[src/rtl/block_accum_ctrl.sv]
// Block accumulator: reads NUM_BLOCKS blocks of BLOCK_LEN words, writes each
// block sum after its data and the grand total to the top address.
module block_accum_ctrl #(
    parameter int DATA_W     = 16,
    parameter int ADDR_W     = 5,
    parameter int BLOCK_LEN  = 4,
    parameter int NUM_BLOCKS = 5,
    parameter int RD_LAT     = 1
) (
    input  logic              clk,
    input  logic              reset,
    input  logic              start,
    input  logic              sat_en,
    input  logic [DATA_W-1:0] mem_rdata,
    output logic [ADDR_W-1:0] mem_addr,
    output logic [DATA_W-1:0] mem_wdata,
    output logic              mem_rd_en,
    output logic              mem_wr_en,
    output logic              busy,
    output logic              done,
    output logic              overflow
);

    localparam int EW = $clog2(BLOCK_LEN + 1);
    localparam int BW = $clog2(NUM_BLOCKS + 1);
    localparam int WW = $clog2(RD_LAT + 1);

    typedef enum logic [2:0] {
        IDLE, RD_REQ, RD_WAIT, ACC, WR_BLK, WR_TOTAL, DONE
    } state_t;

    state_t            state, state_nx;
    logic [DATA_W-1:0] blk_sum, total;
    logic [ADDR_W-1:0] base;
    logic [EW-1:0]     elem_idx;
    logic [BW-1:0]     blk_idx;
    logic [WW-1:0]     wait_cnt;
    logic              sat_q, ovf_q;

    logic [DATA_W:0]   blk_add, tot_add;
    logic              last_wait, last_elem, last_blk;

    assign blk_add   = {1'b0, blk_sum} + {1'b0, mem_rdata};
    assign tot_add   = {1'b0, total} + {1'b0, blk_sum};
    assign last_wait = (wait_cnt == WW'(RD_LAT - 1));
    assign last_elem = (elem_idx == EW'(BLOCK_LEN - 1));
    assign last_blk  = (blk_idx == BW'(NUM_BLOCKS - 1));
    assign overflow  = ovf_q;

    // Carry clamps to all-ones only when the run latched saturating mode.
    function automatic logic [DATA_W-1:0] fold(input logic [DATA_W:0] s, input logic sat);
        return (sat && s[DATA_W]) ? {DATA_W{1'b1}} : s[DATA_W-1:0];
    endfunction

    // NOTE: every comb output gets a default before the case so no latch is inferred.
    always_comb begin
        state_nx  = state;
        mem_addr  = '0;
        mem_wdata = '0;
        mem_rd_en = 1'b0;
        mem_wr_en = 1'b0;
        done      = 1'b0;
        busy      = (state != IDLE) && (state != DONE);
        case (state)
            IDLE:     if (start) state_nx = RD_REQ;
            RD_REQ: begin
                mem_rd_en = 1'b1;
                mem_addr  = base + ADDR_W'(elem_idx);
                state_nx  = RD_WAIT;
            end
            RD_WAIT:  if (last_wait) state_nx = ACC;
            ACC:      state_nx = last_elem ? WR_BLK : RD_REQ;
            WR_BLK: begin
                mem_wr_en = 1'b1;
                mem_addr  = base + ADDR_W'(BLOCK_LEN);
                mem_wdata = blk_sum;
                state_nx  = last_blk ? WR_TOTAL : RD_REQ;
            end
            WR_TOTAL: begin
                mem_wr_en = 1'b1;
                mem_addr  = '1;
                mem_wdata = total;
                state_nx  = DONE;
            end
            DONE: begin
                done     = 1'b1;
                state_nx = IDLE;
            end
            default:  state_nx = IDLE;
        endcase
    end

    // NOTE: sequential state uses non-blocking assignments only.
    always_ff @(posedge clk) begin
        if (reset) begin
            state    <= IDLE;
            blk_sum  <= '0;
            total    <= '0;
            base     <= '0;
            elem_idx <= '0;
            blk_idx  <= '0;
            wait_cnt <= '0;
            sat_q    <= 1'b0;
            ovf_q    <= 1'b0;
        end else begin
            state <= state_nx;
            case (state)
                IDLE: if (start) begin
                    blk_sum  <= '0;
                    total    <= '0;
                    base     <= '0;
                    elem_idx <= '0;
                    blk_idx  <= '0;
                    wait_cnt <= '0;
                    sat_q    <= sat_en;
                    ovf_q    <= 1'b0;
                end
                RD_WAIT: begin
                    if (last_wait) begin
                        // Read data is valid in the last wait cycle.
                        blk_sum  <= fold(blk_add, sat_q);
                        ovf_q    <= ovf_q | blk_add[DATA_W];
                        wait_cnt <= '0;
                    end else begin
                        wait_cnt <= wait_cnt + 1'b1;
                    end
                end
                ACC:      elem_idx <= last_elem ? '0 : elem_idx + 1'b1;
                WR_BLK: begin
                    total   <= fold(tot_add, sat_q);
                    ovf_q   <= ovf_q | tot_add[DATA_W];
                    blk_sum <= '0;
                    base    <= base + ADDR_W'(BLOCK_LEN + 1);
                    blk_idx <= blk_idx + 1'b1;
                end
                default: ;
            endcase
        end
    end

endmodule

[config.mk]
export PLATFORM = sky130hd
export DESIGN_NAME = block_accum_ctrl
export DESIGN_NICKNAME = d
export VERILOG_FILES = /design/src/rtl/block_accum_ctrl.sv
export SDC_FILE = /design/constraint.sdc
export NUM_CORES = 1
export LEC_CHECK = 0
export ABC_CLOCK_PERIOD_IN_PS = 2600
export BUFFER_PORTS_ARGS = -buffer_cell sky130_fd_sc_hd__buf_2
export CAP_MARGIN = 20
export CORE_MARGIN = 4
export CORE_UTILIZATION = 50
export CTS_BUF_LIST = sky130_fd_sc_hd__clkbuf_16
export CTS_CLUSTER_DIAMETER = 50
export DETAILED_ROUTE_END_ITERATION = 7
export GPL_ROUTABILITY_DRIVEN = 0
export PLACE_DENSITY = 0.73
export SYNTH_ARGS = -nofsm -noshare
export SYNTH_HDL_FRONTEND = slang
export SYNTH_SLANG_ARGS = --single-unit
[constraint.sdc]
create_clock -name clk -period 2.6 [get_ports clk]
set_clock_uncertainty 0.2 [all_clocks]
set_input_delay 0.52 -clock clk [delete_from_list [all_inputs] [get_ports clk]]
set_output_delay 0.52 -clock clk [all_outputs]
set_load 0.01 [all_outputs]
==> flow_summary.ini <==
[clock_tree]
root_buffer = clkbuf_16
cts_hold_buf = 0
clock_latency_ns = 0.29
htreeDepth = 2
cts_tree = built
numCtsBuffers = 5
clkTransAtPathRegs_ns = 0.06
cts_buffer_depth = 2
cts_sinks = 48

[worst_setup_path]
criticalPathCategory = reg -> out
crit_buf_inv = 2
path_depth = 8
crit_fanout = 2
path_cells = ha_4 -> inv_2 -> fa_2 -> nor2b_1 -> o21ai_1 -> or3_1 -> a31oi_1 -> buf_2
cp_slowest_stage_delay_ns = 0.37
cp-end-kind = primary output
cpMaxStageDelayCell = dfxtp_4
worstPathArrival_ns = 2.04
ff2ff_path_depth = 9
cp_data_required_time_ns = 1.88
path_delay_family = adder cells
crit_path_start_kind = flop

[sta]
min_period_over_period = 1.063
setup_violations = 1
rsz0062_at_grt = yes
worst_slack_ns = -0.1642
max_freq_ghz = 0.3618
final_max_slew_viol_count = 0
worst_pin_slew_ns = 0.5139
min_period_ns = 2.764
worst_slew_margin_rel = 0.6558
fin_tns_setup_ns = -0.1642
hold_viol_final = 0

[synthesis]
ys_ff_latch = 48
netlist_area_um2 = 4021
postSynthCellCount = 512
synth_edf_count = 0
yosysWarningCount = 0
synth_nets = 576
async_reset_ff_frac = 0
synth_ff_type = dfxtp_1
synth.distinct_cells = 58
syn_area_per_cell_um2 = 7.854
synthTopCellsByArea = dfxtp_1, ha_1, a21oi_1, nand2_1, o21ai_0
synth.top_cell.area_share = 0.2390
yosys.area.top_type = dfxtp_1
seq_area_frac_synth = 0.2390

[final_layout]
diodes = 0
fillers = 700
area_growth_pct = 16.37
drive_gt1_frac = 0.1979
final_cell_mix = a21oi_1, nand2_1, nor2_1
nNetsFinal = 635
layout_commonest_cell = a21oi_1

[global_route]
grt-ovfl-total = 0
grt_pass1_vias = 3829
grt_util_all_layers = 0.2198
grt_pass1_wl_um = 17630
grt_max_degree = 35
antenna_found_initial = 0

[route]
ant_nets = 0
firstDrtPassIters = 5
dr.first_iter.drc_count = 163
num_vias = 3943
wl_um = 10490
avgViaCountPerCell = 5.859
drt-wirelength-per-cell_um = 15.59
drc = 0

[pwr]
powerDensity_nw_per_um2 = 374.4
irDropWorstVdd_v = 0.0003424
p_leak_uw = 0.001965
power_uw = 1752

[job]
drv_cap = 0

[die]
die_h_um = 97.68
die-area_um2 = 9541
row_count = 32
core_um2 = 7767
initial_core_util = 0.5177
ios = 46
die_width_um = 97.68

[hold_path]
min_path_cells = 3
min_path_type = in -> reg

[status]
violations = setup timing
outcome = finished, violations left

[placed_design]
hpwl_um = 7975
portBuffers = 45
-- cell type report --
class,count,area (um2),share of cell area
repair buffers,78,485.5,0.1037
flip-flops and latches,48,967.2,0.2067
clock inverters,2,12.51,0.002674
well taps,102,127.6,0.02727
clock buffers,5,125.1,0.02674
multi-input cells,420,2894,0.6184
inverters,18,67.56,0.01444
-- Yosys cell counts, types with 5 or more instances --
library cell / count
a211oi_1: 26
a21o_1: 9
a21oi_1: 72
buf_2: 10
clkbuf_1: 7
dfxtp_1: 48
ha_1: 41
inv_1: 18
mux2i_1: 17
nand2_1: 54
nand3_1: 7
nor2_1: 47
nor3_1: 7
o211ai_1: 6
o21ai_0: 39
o21bai_1: 5
xnor2_1: 18
xor2_1: 11
-- metal layers --
layer,routed length (um),global-route usage,vias to the layer above
li1,-,-,1983
met1,4704,0.2708,1836
met2,5008,0.3827,102
met3,448,0.03805,22
met4,329,0.07881,0
met5,0,0,-
-- final timing paths --
kind | from | end | slack [ns]
min | sat_en | sat_q | 0.29
max reg2reg | blk_sum[0] | total[1] | 0.12
min reg2reg | blk_sum[9] | blk_sum[9] | 0.30
max | base[0] | mem_addr[4] | -0.16
-- timing repair --
item	4_1_cts	5_1_grt
resized for setup	7	12
buffers inserted	1	2
endpoints found under the hold margin	0	0
setup endpoints to repair	12	30
pin swaps	5	11
-- state kept, by name (all words and copies together) (netlist names) --
signal and cells:
blk_sum 16, total 16, base 5, blk_idx 3, elem_idx 3, state 3, overflow 1, sat_q 1
-- logic make-up (layout without fill, tap and decap cells) --
logic type	after synthesis	after routing	share of synthesized area
AOI/OAI and AO/OA	191	191	0.3055
and+or+nand+nor	139	139	0.1546
DFF	48	48	0.2390
adders and majority gates	44	44	0.1425
buffers and inverters	44	103	0.05289
xor gates and xnor gates	29	29	0.06316
muxes	17	17	0.04231
-- metrics by stage --
step	instance area (um2)	util	hold slack, ns	cells	worst slack, ns
2_1_floorplan	4021	-	0.2510	512	0.06347
3_3_place_gp	4467	0.5751	0.2690	663	-0.06180
3_5_place_dp	4467	0.5751	0.2815	663	-0.1133
4_1_cts	4629	0.5960	0.2826	671	-0.1574
5_1_grt	4679	0.6024	0.2962	673	-0.2565
6_report	4679	0.6024	0.2907	673	-0.1642
-- worst reg2reg max path, delay by kind of cell (launching register included) --
kind            cells  cell delay (ns)
flops               1             0.35
buf+inv             1             0.19
simple gates        1             0.10
fa+ha+maj           2             0.58
compound gates      5             0.94
-- where the power goes --
part | switching, uW | total, uW | internal [uW]
clock network | 279 | 628 | 350
registers | 23.8 | 774 | 750
logic | 207 | 350 | 143
total | 509 | 1750 | 1240
No activity file was read; power rests on OpenSTA's default activity.
